--- config.mk ---
export PLATFORM = sky130hd
export DESIGN_NAME = skew_feeder
export DESIGN_NICKNAME = d
export VERILOG_FILES = /design/src/rtl/skew_feeder_pkg.sv /design/src/rtl/skew_lane.sv /design/src/rtl/skew_feeder.sv
export SDC_FILE = /design/constraint.sdc
export NUM_CORES = 2
export LEC_CHECK = 0
export ABC_AREA = 1
export BUFFER_PORTS_ARGS = -buffer_cell sky130_fd_sc_hd__clkbuf_2
export CORE_AREA = 2 2 458 460
export CTS_CLUSTER_SIZE = 12
export DETAILED_ROUTE_END_ITERATION = 12
export DIE_AREA = 0 0 460 462
export GPL_TIMING_DRIVEN = 0
export PLACE_DENSITY_LB_ADDON = 0.05
export SLEW_MARGIN = 20
export SYNTH_ARGS = -nofsm -noshare
export SYNTH_HDL_FRONTEND = slang
export SYNTH_HIERARCHICAL = 1
export SYNTH_SLANG_ARGS = --single-unit
--- constraint.sdc ---
create_clock -name clk -period 26.2 [get_ports clk]
set_input_delay 2.62 -clock clk [delete_from_list [all_inputs] [get_ports clk]]
set_output_delay 2.62 -clock clk [all_outputs]
set_load 0.01 [all_outputs]
--- src/rtl/skew_feeder_pkg.sv ---
// Shared types and helpers for the skew_feeder diagonal-wavefront preload buffer.
package skew_feeder_pkg;

  localparam int DEF_LANES     = 4;
  localparam int DEF_DEPTH     = 8;
  localparam int DEF_BITS      = 32;
  localparam int DEF_SKEW_BASE = 0;

  // Number of enabled shifts needed to push the last data word out of the widest lane.
  function automatic int drain_len(input int lanes, input int depth, input int skew_base);
    return skew_base + lanes - 1 + depth;
  endfunction

  // Default-width slot word; skew_lane declares its own copy sized by BITS.
  typedef struct packed {
    logic                       valid;
    logic signed [DEF_BITS-1:0] data;
  } lane_word_t;

  localparam int CNT_W = $clog2(drain_len(DEF_LANES, DEF_DEPTH, DEF_SKEW_BASE) + 1);

  typedef enum logic {
    ST_IDLE,
    ST_DRAIN
  } feed_state_t;

endpackage

--- src/rtl/skew_lane.sv ---
// One lane of the feeder: SKEW pad slots followed by DEPTH preloaded words, shifted toward slot 0.
module skew_lane #(
  parameter int DEPTH = 8,
  parameter int BITS  = 32,
  parameter int SKEW  = 0
) (
  input  logic                        clk,
  input  logic                        rst,
  input  logic                        load,
  input  logic                        shift,
  input  logic [DEPTH-1:0][BITS-1:0]  din,
  output logic signed [BITS-1:0]      q,
  output logic                        q_valid
);

  localparam int unsigned L = SKEW + DEPTH;

  typedef struct packed {
    logic                   valid;
    logic signed [BITS-1:0] data;
  } slot_t;

  slot_t chain    [L];
  slot_t load_img [L];

  always_comb begin
    for (int unsigned i = 0; i < L; i++) load_img[i] = '0;
    for (int unsigned k = 0; k < DEPTH; k++) load_img[SKEW + k] = {1'b1, din[k]};
  end

  always_ff @(posedge clk or posedge rst) begin
    if (rst) begin
      for (int unsigned i = 0; i < L; i++) chain[i] <= '0;
    end else if (load) begin
      for (int unsigned i = 0; i < L; i++) chain[i] <= load_img[i];
    end else if (shift) begin
      for (int unsigned i = 0; i + 1 < L; i++) chain[i] <= chain[i + 1];
      chain[L - 1] <= '0;
    end
  end

  assign q       = chain[0].data;
  assign q_valid = chain[0].valid;

endmodule

--- src/rtl/skew_feeder.sv ---
// Multi-lane skewed preload buffer feeding a systolic array edge, with drain tracking.
module skew_feeder
  import skew_feeder_pkg::*;
#(
  parameter int LANES     = 4,
  parameter int DEPTH     = 8,
  parameter int BITS      = 32,
  parameter int SKEW_BASE = 0
) (
  input  logic                                    clk,
  input  logic                                    rst,
  input  logic                                    wr,
  input  logic                                    en,
  input  logic signed [LANES-1:0][DEPTH-1:0][BITS-1:0] d,
  output logic signed [LANES-1:0][BITS-1:0]       q,
  output logic [LANES-1:0]                        q_valid,
  output logic                                    busy,
  output logic                                    done
);

  localparam int N  = drain_len(LANES, DEPTH, SKEW_BASE);
  localparam int CW = $clog2(N + 1);
  localparam logic [CW-1:0] N_CNT = CW'(N);

  feed_state_t   state_q, state_d;
  logic [CW-1:0] shift_cnt, cnt_d;
  logic          done_d;
  logic          shift;

  // A load always takes priority over a shift on the same edge.
  assign shift = en && !wr;

  always_ff @(posedge clk or posedge rst) begin
    if (rst) begin
      state_q   <= ST_IDLE;
      shift_cnt <= '0;
      done      <= 1'b0;
    end else begin
      state_q   <= state_d;
      shift_cnt <= cnt_d;
      done      <= done_d;
    end
  end

  always_comb begin
    state_d = state_q;
    cnt_d   = shift_cnt;
    done_d  = 1'b0;
    if (wr) begin
      state_d = ST_DRAIN;
      cnt_d   = '0;
    end else if (shift && state_q == ST_DRAIN) begin
      cnt_d = shift_cnt + 1'b1;
      if (cnt_d == N_CNT) begin
        state_d = ST_IDLE;
        done_d  = 1'b1;
      end
    end
  end

  assign busy = (state_q == ST_DRAIN);

  for (genvar l = 0; l < LANES; l++) begin : g_lane
    skew_lane #(
      .DEPTH (DEPTH),
      .BITS  (BITS),
      .SKEW  (SKEW_BASE + l)
    ) u_lane (
      .clk     (clk),
      .rst     (rst),
      .load    (wr),
      .shift   (shift),
      .din     (d[l]),
      .q       (q[l]),
      .q_valid (q_valid[l])
    );
  end

endmodule

Word level (Yosys, flattened, before mapping)
Cells that the tools add are included.
{ "op_classes": {"n_addsub": 1, "eq_ne": 1, "muxes": 16, "reduce_logical": 7} }
{ "ops": {"columns": ["op", "count"], "rows": [
  ["2-to-1 mux 363 bit", 2],
  ["2-to-1 mux 330 bit", 2],
  ["2-to-1 mux 297 bit", 2],
  ["2-to-1 mux 264 bit", 2],
  ["2-to-1 mux 4 bit", 2],
  ["2-to-1 mux 1 bit", 6],
  ["nonzero test 2 bit", 3],
  ["adder 4 x 1 -> 4 bit, second input constant", 1],
  ["== test 4 bit, second input constant", 1],
  ["logical AND 1 bit", 2],
  ["AND reduction 2 bit", 1],
  ["logical NOT 1 bit", 1]
]} }
{ "totals": {"regBits": 1260, "in_bits": 1028, "output_inout_bits": 134, "word_cells": 104} }

Logic depth before layout (Yosys ltp)
{ "depth": {"ltp_word": 5, "depth_mapped": 8, "ltp_nobuf": 8} }

Hierarchy
Netlist, hierarchy kept.
{ "by_module_without_submodules": {"columns": ["mod", "n_inst", "cells_each", "area_per_inst_um2", "seq_area_each_um2"], "rows": [
  ["skew_lane at g_lane[3].u_lane", 1, 1849, 15658.8, 9083.7],
  ["skew_lane at g_lane[2].u_lane", 1, 1707, 14326.2, 8257.9],
  ["skew_lane at g_lane[1].u_lane", 1, 1563, 13100.1, 7432.1],
  ["skew_lane at g_lane[0].u_lane", 1, 1508, 11987.7, 6606.3],
  ["skew_feeder", 1, 38, 331.6, 150.1]
]} }

Worst setup path after synthesis
No wires, ideal clock.
{ "synth_timing": {"path_kind": "input port to flip-flop", "from": "input port en", "to": "register g_lane[0].u_lane/chain[100] (netlist name)", "setup_time_ps": 69, "arrival_ps": 3802, "required_ps": 26131, "slack_ps": 22330, "path_stages": 7, "path_buffers": 3, "cell_sequence": "inv_1 -> nor2_1 -> buf_2 -> buf_4 -> clkbuf_1 -> nand3_1 -> nand3_1"} }
{ "synth_via": {"elab_chain_len": 2} }
{ "synth_lines": {"columns": ["item", "line_no", "rtl"], "rows": [
  ["from (decl)", "skew_feeder.sv:13", "input logic en,"],
  ["logical AND 1 bit", "skew_feeder.sv:31", "assign shift = en && !wr;"],
  ["net shift", "skew_feeder.sv:28", "logic shift;"],
  ["nonzero test 2 bit (no line)", null, null],
  ["to (signal, indexed assignment)", "skew_lane.sv:38", "chain[L - 1] <= '0;"],
  ["to (decl)", "skew_lane.sv:23", "slot_t chain [L];"]
]} }
The timed path passes the listed nets, and every way through them passes these cells.
A chain may end at the register's enable or synchronous reset.

Worst setup path in the final report
{ "layout_timing": {"from": "input port wr", "to": "register g_lane[0].u_lane/chain[51] (netlist name)"} }
{ "layout_via": {"elab_chain_len": 3, "word_cells_on_any_way": 4, "cone_classes": "mux (1); reduce/logical (3)"} }
{ "layout_lines": {"columns": ["item", "line_no", "rtl"], "rows": [
  ["from (decl)", "skew_feeder.sv:12", "input logic wr,"],
  ["logical NOT 1 bit", "skew_feeder.sv:31", null],
  ["logical AND 1 bit", "skew_feeder.sv:31", null],
  ["net shift", "skew_feeder.sv:28", null],
  ["nonzero test 2 bit (no line)", null, null]
]} }
The timed path passes the listed nets, and every way through them passes these cells.

==> results.toml <==
[power]
combPwrFrac = 0.119
leakage_nw = 36.5
max-vdd-ir-drop_mv = 0.0664
p_int_mw = 3.58
power_frac_clock = 0.433
power.total_mw = 4.98
p_sw_frac = 0.281
power_density_nw_per_um2 = 71.0
power_frac_seq = 0.449
switchingPower_mw = 1.40

[synthesis]
yosys_register_bits = 1260
synthFlopType = "dfrtp_1"
synth-warning-count = 6
synth_edf_count = 0
synthCells = 6665
postSynthAreaPerCell_sq_um = 8.31
yosysTopAreaCellShare = 0.569
yosysMostFrequentCell = "nand2_1"
syn-cell-area_sq_um = 55400
synth_area_leaders = "dfrtp_1 57%, nand2_1 19%, nand3_1 17%"
syn_nets = 7695
synth.distinct_cells = 21
yosys-top-cells-count = "2,744 x nand2_1, 1,935 x nand3_1, 1,260 x dfrtp_1, 358 x buf_2, 156 x buf_4"
synth_area_leader_cell = "dfrtp_1"
ys_async_sr_fraction = 1.00
synth.yosys.seq_area_share = 0.569

[detailed_routing]
top_layer_used = "met5"
wl_per_cell_um = 23.7
drt_iter0_drc = 3247
via_per_inst = 4.69
met1_length_um = 113000
first_pass_iters = 5
num_vias = 50972
wl_met2_um = 122000
met3_length_um = 13100
drc_errors = 0
wirelength_um = 258000
drtAntennaViolNets = 0

[global_route]
grt_max_degree = 96
grt_overflow = 0
grt_first_pass_wirelength_um = 369000
antenna_found_initial = 108
grt_usage = 0.239
grt_pass1_vias = 52476

[floorplanning]
die_h_um = 462
ios = 1162
design.core.area_sq_um = 208000
dieArea_sq_um = 213000
std_cell_rows = 168
die_w_um = 460
start_util = 0.266

[worst_setup_path]
critPathMaxFanout = 15
criticalPathCategory = "in2reg"
cp-start-kind = "primary input"
required_ps = 26930
cp.arrival_ps = 5520
critPathCaptureType = "register"
rr_worst_depth = 7

[sta]
period_share = 0.183
setup_tns_ps = 0
final.setup_skew_ps = 27.0
slew_headroom = 0.284
rsz0062_at_grt = "no"
fmaxAchievable_mhz = 209
hold_violations = 0
setup_viol = 0
worstMarginPinSlew_ps = 1070
period_minus_slack_ps = 4790
maxSlewViolCount = 0

[clock_network]
ctsResizeCount = 0
clkTransAtPathRegs_ps = 60
cts_max_path_buffers = 3
cts_setup_buffers = 0
clock-sinks = 1260
tritoncts = "yes"
clk_latency_ps = 810
cts_buffers = 158
hold_buffers = 0
htree_levels = 4
cts-root-buf = "clkbuf_16"

[run]
cap_violations = 0

[worst_hold_path]
min_path_cells = 2
hp-class = "reg2reg"

[final_layout]
seq_area_sq_um = 31500
post_layout_nonfiller_instances = 10878
nNetsFinal = 9030
nFillCells = 22793
multi_input_area_sq_um = 20300
syn2layout_area_growth_pct = 26.6
drive_above_1_share = 0.238

[place]
numPortBuffers = 1161
place_congestion = 0.895
hpwl_um = 209000
placedCellCount = 10560

[status]
status = "completed"
-- per-layer routing --
metal | track usage | vias up
met5 | 0 | -
met4 | 0.0899 | 60
met3 | 0.0438 | 420
met2 | 0.396 | 1395
met1 | 0.310 | 24648
li1 | - | 24449
-- flip-flops by register name, summed over array words and instances, names as in the netlist --
name / flops
g_lane.u_lane/q: 128
g_lane.u_lane/chain: 1122
shift_cnt: 4
done: 1
busy: 1
g_lane.u_lane/q_valid: 4
-- metrics by stage --
stage	setup slack (ps)	instance area [sq um]	hold slack, ps	util
after floorplan	13500	55400	443	-
after global placement	7860	64600	455	0.311
after detailed placement	20560	65000	459	0.312
after CTS	21440	70100	471	0.337
after global routing	21340	70100	483	0.337
final	21410	70200	463	0.337
-- logic make-up (layout without fill, tap and decap cells) --
family                     Yosys count  count (layout)  synth area share
and+or+nand+nor                   4693            4693             0.363
DFF                               1260            1260             0.569
buffers and inverters              671            2129            0.0641
AOI/OAI and AO/OA                   39              39           0.00352
adders and majority gates            2               2          0.000452
other                                0              35                 0
-- placed cells by master (no fill, tap or decap), types with 17 or more instances in the layout --
cell	synthesis	routed
nand2_1	2744	2744
nand3_1	1935	1935
dfrtp_1	1260	1260
clkbuf_2	0	1161
buf_2	358	358
clkbuf_16	0	162
buf_4	156	156
clkbuf_1	90	145
inv_1	41	37
diode_2	0	35
clkbuf_8	0	34
a21oi_1	29	29
buf_1	21	21
clkinv_2	1	17
-- worst max-delay path, stage by stage --
cell      delay [ps]
clkbuf_2         580
nor2_2           600
buf_6            230
buf_2            340
buf_4            340
clkbuf_1         480
nand3_1          160
nand3_1          100
-- layout make-up --
| type | count | area share |
|---|---|---|
| Buffer | 625 | 0.0482 |
| Clock buffer | 251 | 0.0674 |
| Antenna cell | 35 | 0.00125 |
| Clock inverter | 32 | 0.00460 |
| Timing Repair Buffer | 1175 | 0.0881 |
| Sequential cell | 1260 | 0.449 |
| Inverter | 46 | 0.00291 |
| Multi-Input combinational cell | 4734 | 0.290 |
| Tap cell | 2720 | 0.0485 |
-- final timing paths --
path / slack (ps) / to / startpoint
min in group asynchronous: 2160 / busy / rst
setup reg to reg: 24960 / busy / shift_cnt[0]
hold / removal: 460 / g_lane[0].u_lane/chain[230] / g_lane[0].u_lane/chain[197]
max in group asynchronous: 22380 / g_lane[1].u_lane/chain[25] / rst
setup / recovery: 21410 / g_lane[0].u_lane/chain[51] / wr
hold reg to reg: 460 / g_lane[0].u_lane/chain[230] / g_lane[0].u_lane/chain[197]
-- power by group through the flow --
stage | clock network (mW) | registers (mW) | logic (mW)
finish | 2.16 | 2.24 | 0.591
global route | 2.29 | 2.26 | 0.663
CTS | 2.22 | 2.24 | 0.605
detailed placement | 0 | 2.27 | 0.603
global placement | 0 | 2.27 | 0.591
floorplan | 0 | 2.22 | 0.331
Power figures use the tool's default switching activity.
